**src/rtl/ctrl_trafficlight_multi.sv**
```systemverilog
`default_nettype none
// ============================================================================
// Module   : ctrl_trafficlight_multi
// Brief    : Round-robin traffic-light controller for NUM_DIR approaches with
//            all-red clearance, tick-driven phase timers and a night flash mode.
// Revision : 1.0
// ============================================================================
module ctrl_trafficlight_multi #(
   parameter int NUM_DIR  = 3,
   parameter int CNT_W    = 8,
   parameter int T_GREEN  = 4,
   parameter int T_YELLOW = 2,
   parameter int T_ALLRED = 1,
   parameter int T_PREP   = 1,
   parameter int T_FLASH  = 2,
   localparam int DIR_W   = $clog2(NUM_DIR)
) (
   input  logic                   clk,
   input  logic                   res,
   input  logic                   tick,
   input  logic [NUM_DIR-1:0]     req,
   input  logic                   night,
   output logic [3*NUM_DIR-1:0]   rgb,
   output logic [DIR_W-1:0]       active_dir,
   output logic [NUM_DIR-1:0]     req_pending
);

   localparam logic [2:0] COL_RED    = 3'b100;
   localparam logic [2:0] COL_YELLOW = 3'b110;
   localparam logic [2:0] COL_GREEN  = 3'b010;
   localparam logic [2:0] COL_OFF    = 3'b000;

   typedef enum logic [2:0] {
      S_ALLRED = 3'd0,
      S_PREP   = 3'd1,
      S_GREEN  = 3'd2,
      S_YELLOW = 3'd3,
      S_FLASH  = 3'd4
   } state_t;

   state_t             state_q, state_d;
   logic [CNT_W-1:0]   timer_q, timer_d;
   logic [DIR_W-1:0]   dir_q,   dir_d;
   logic [NUM_DIR-1:0] pend_q,  pend_d;
   logic               flash_q, flash_d;

   logic [NUM_DIR-1:0] w_act_mask;
   logic [NUM_DIR-1:0] w_other;
   logic [DIR_W-1:0]   w_next_dir;

   assign w_act_mask = {{(NUM_DIR-1){1'b0}}, 1'b1} << dir_q;
   assign w_other    = pend_q & ~w_act_mask;

   // First pending approach after the active one, wrapping modulo NUM_DIR.
   always_comb begin : p_rr_search
      logic [DIR_W:0] sum;
      logic           found;
      sum        = '0;
      found      = 1'b0;
      w_next_dir = dir_q;
      for (int k = 1; k < NUM_DIR; k++) begin
         sum = {1'b0, dir_q} + (DIR_W+1)'(k);
         if (sum >= (DIR_W+1)'(NUM_DIR)) begin
            sum = sum - (DIR_W+1)'(NUM_DIR);
         end
         if (!found && pend_q[sum[DIR_W-1:0]]) begin
            found      = 1'b1;
            w_next_dir = sum[DIR_W-1:0];
         end
      end
   end

   always_comb begin : p_next_state
      state_d = state_q;
      timer_d = timer_q;
      dir_d   = dir_q;
      flash_d = flash_q;
      if (tick) begin
         timer_d = timer_q + CNT_W'(1);
         case (state_q)
            S_ALLRED: begin
               if (timer_q == CNT_W'(T_ALLRED-1)) begin
                  state_d = night ? S_FLASH : S_PREP;
               end
            end
            S_PREP: begin
               if (timer_q == CNT_W'(T_PREP-1)) begin
                  state_d = S_GREEN;
               end
            end
            S_GREEN: begin
               if (timer_q == CNT_W'(T_GREEN-1)) begin
                  timer_d = timer_q;
                  if (|w_other) begin
                     state_d = S_YELLOW;
                     dir_d   = w_next_dir;
                  end else if (night) begin
                     state_d = S_YELLOW;
                  end
               end
            end
            S_YELLOW: begin
               if (timer_q == CNT_W'(T_YELLOW-1)) begin
                  state_d = S_ALLRED;
               end
            end
            S_FLASH: begin
               if (!night) begin
                  state_d = S_ALLRED;
                  flash_d = 1'b0;
               end else if (timer_q == CNT_W'(T_FLASH-1)) begin
                  flash_d = ~flash_q;
                  timer_d = '0;
               end
            end
            default: state_d = S_ALLRED;
         endcase
         if (state_d != state_q) begin
            timer_d = '0;
         end
      end

      // Request latch runs every clk; the GREEN-entry clear overrides a set.
      pend_d = pend_q | (req & ~((state_q == S_GREEN) ? w_act_mask : '0));
      if (state_d == S_GREEN && state_q != S_GREEN) begin
         pend_d = pend_d & ~w_act_mask;
      end
      if (state_q == S_FLASH || state_d == S_FLASH) begin
         pend_d = '0;
      end
   end

   always_ff @(posedge clk or posedge res) begin
      if (res) begin
         state_q <= S_ALLRED;
         timer_q <= '0;
         dir_q   <= '0;
         pend_q  <= '0;
         flash_q <= 1'b0;
      end else begin
         state_q <= state_d;
         timer_q <= timer_d;
         dir_q   <= dir_d;
         pend_q  <= pend_d;
         flash_q <= flash_d;
      end
   end

   always_comb begin : p_rgb
      logic [2:0] col;
      col = COL_RED;
      rgb = '0;
      for (int i = 0; i < NUM_DIR; i++) begin
         col = COL_RED;
         case (state_q)
            S_PREP, S_YELLOW: if (w_act_mask[i]) col = COL_YELLOW;
            S_GREEN:          if (w_act_mask[i]) col = COL_GREEN;
            S_FLASH:          col = flash_q ? COL_OFF : COL_YELLOW;
            default:          col = COL_RED;
         endcase
         rgb[3*i +: 3] = col;
      end
   end

   assign active_dir  = dir_q;
   assign req_pending = pend_q;

endmodule
`default_nettype wire

```
**config.mk**
```make
export PLATFORM = sky130hd
export DESIGN_NAME = ctrl_trafficlight_multi
export DESIGN_NICKNAME = d
export VERILOG_FILES = /design/src/rtl/ctrl_trafficlight_multi.sv
export SDC_FILE = /design/constraint.sdc
export NUM_CORES = 1
export LEC_CHECK = 0
export CORE_AREA = 2 2 71 73
export CTS_CLUSTER_SIZE = 25
export DETAILED_ROUTE_END_ITERATION = 7
export DIE_AREA = 0 0 73 75
export DONT_BUFFER_PORTS = 1
export PLACE_DENSITY = 0.49
export SETUP_SLACK_MARGIN = 0.5
export SLEW_MARGIN = 20
export SYNTH_ARGS = -nofsm -noshare
export SYNTH_HDL_FRONTEND = slang
export SYNTH_SLANG_ARGS = --single-unit
```
**constraint.sdc**
```tcl
create_clock -name clk -period 2.85 [get_ports clk]
set_input_delay 0.57 -clock clk [delete_from_list [all_inputs] [get_ports clk]]
set_output_delay 0.57 -clock clk [all_outputs]
set_load 0.02 [all_outputs]
```
==> run summary <==
Htree depth: 1
Final wirelength: 3.57 mm
Post-DRT Antenna Nets: 0
Main synth FF type: dfrtp_1
Final Total Pwr: 1.05 mW
CP max stage delay: 500 ps
Slew margin rel.: 0.553
Minimum clock period: 2230 ps
First-pass GRT wire length: 5.78 mm
Final Hold Fails: 0
Yosys top cell by area: dfrtp_1
CP Data Required Time: 3030 ps
Via count: 1177
Top Ports: 21
Status: finished clean
DRT Pass-1 Iters: 4
Layout cells sized above 1: 0.213
Setup TNS: 0 ps
Die area: 5480 µm²
Setup-failing EPs final: 0
RSZ-0062 raised after global routing: false
Largest driver fanout on the critical path: 5
Synthesis-to-finish area growth: 11.3%
Hold WC Path Type: input port to asynchronous set/reset pin
P_sw: 0.452 mW
Count of cell types in the netlist: 50
Total CTS buffers: 3
Final Max Tran Viols: 0
Post-synth EDFFs: 0
Sw frac: 0.428
Largest net degree at the start of global routing: 18
Post-route DRC: 0
Vias in the first global route: 1127
Pleak: 0.631 nW
Die Span Y: 75 µm
Sink Count: 17
Sequential Power Share: 0.438
Logic pwr share: 0.382
Most frequent cell after synthesis: nand2_1
Cell Int Power: 0.603 mW
CTS Hold Bufs: 0
Slew @ Worst Pin: 669 ps
Synthesized flop and latch total: 17
Startpoint types: flip-flop
Synth top area share: 0.311
Mean Syn Cell Area: 8.56 µm²
Total GRT Usage: 0.140
Share of total power in the clock network: 0.180
Fmax: 449 MHz
Row count: 25
Initial antenna violation count: 0
Type of the worst setup path: flip-flop to flip-flop
Bufs on Longest Clock Path: 2
Power Dens Cells: 692 nW/µm²
Post-synthesis cell count: 160
Commonest cells post-synth: nand2_1, dfrtp_1, a21oi_1
First-iteration detailed-routing DRC count: 46
Warnings, synthesis: 0
Die X: 73 µm
Root buf cell: clkbuf_8
Seq/Total Area, Yosys: 0.311
Ys async rst share: 1.00
HPWL Detailed: 2.57 mm
Fin crit share: 0.781
Worst-Skew Late Latency: 260 ps
GPL Wtd Cong: 0.830
Slowest cell on the critical path: dfrtp_2
CP cell instances: inv_4 > ha_4 > or2b_4 > nand3_2 > or4b_4 > a311oi_4 > mux2i_1
Global route overflow: 0
Clock Skews: 10.4 ps
WL per Instance: 16.7 µm
Buffers on Ports: 0
Final net count: 175
Synthesized area: 1370 µm²
Crit path capture type: flip-flop
Initial core utilization: 0.294
WP data arrival: 2410 ps
Clock slew at reported path FFs: 80 ps
Core ar.: 4660 µm²
Routed vias/inst: 5.50
Peak VDD IR: 335 µV
Synth top area cells: dfrtp_1, ha_1, nand2_1
Antenna Cells: 0
CTS tree: done
# Max-Cap Violations: 0
[worst max-delay path: cells and delay by family (launching register included)]
family | cells | cell delay, ps
buffers and inverters | 1 | 70
DFF | 1 | 500
adders and majority gates | 1 | 180
and+or+nand+nor | 3 | 830
AOI/OAI and AO/OA | 1 | 350
muxes | 1 | 230
[registers in the layout, indices dropped and copies added, names as in the netlist]
register,count
req_pending,3
flash_q,1
active_dir,2
timer_q,8
state_q,3
[routing by layer]
layer | share of wire | global-route usage
met4 | 0.021 | 0.0597
met2 | 0.47 | 0.230
met3 | 0.052 | 0.0375
met1 | 0.46 | 0.173
met5 | 0 | 0
[repair_timing]
action	in CTS	in global routing
resized for setup	5	15
endpoints found under the setup margin	10	11
pin swaps	1	2
buffers inserted	0	2
[power by group through the flow]
stage | Clock, mW | Sequential, mW | Combinational [mW]
floorplan | 0 | 0.407 | 0.359
global placement | 0 | 0.456 | 0.361
detailed placement | 0 | 0.461 | 0.374
CTS | 0.196 | 0.456 | 0.382
global route | 0.209 | 0.483 | 0.461
finish | 0.189 | 0.462 | 0.403
[logic make-up after synthesis]
logic type	count (synthesis)	share of synthesized area
adder cells (fa/ha/maj)	7	0.0640
AO/OA/AOI/OAI	48	0.251
AND/OR/NAND/NOR	63	0.266
other	1	0.00274
multiplexers	3	0.0229
flip-flops	17	0.311
buffers and inverters	21	0.0823
[stage by stage]
step / hold WS, ps / utilization / instances / instance area (µm²) / worst slack (ps)
global route: 331 / 0.327 / 214 / 1520 / 499
CTS: 325 / 0.311 / 212 / 1450 / 489
floorplan: 494 / - / 162 / 1380 / 587
finish: 286 / 0.327 / 214 / 1520 / 624
global placement: 527 / 0.297 / 208 / 1380 / 467
detailed placement: 533 / 0.297 / 208 / 1380 / 334
[final timing paths]
kind,start,to,slack [ps],cells after the start
max in group asynchronous,res,active_dir[0],2100,1
max,active_dir[0],active_dir[0],620,7
min in group clk,tick,state_q[2],390,1
max reg2reg,active_dir[0],active_dir[0],620,7
min reg2reg,timer_q[1],timer_q[1],550,2
min,res,timer_q[1],290,1
[cell usage in the layout (no fill, tap or decap), types with 4 or more instances in the layout]
| cell type | Yosys | layout |
|---|---|---|
| inv_1 | 12 | 10 |
| a21oi_1 | 14 | 14 |
| o21ai_0 | 5 | 5 |
| nand3_1 | 6 | 5 |
| dfrtp_1 | 17 | 15 |
| a21o_1 | 6 | 6 |
| ha_1 | 7 | 4 |
| nor2_1 | 8 | 8 |
| nand2_1 | 20 | 20 |
[cell type report]
cell class              instances  area (µm²)
clock buffers                   3        41.3
clock inverters                 1        5.00
fillers                       479        3140
inverters                      12        50.0
multi-input cells             124         910
flip-flops and latches         17         428
well taps                      54        67.6
repair buffers                  3        22.5
Power figures use the tool's default switching activity.
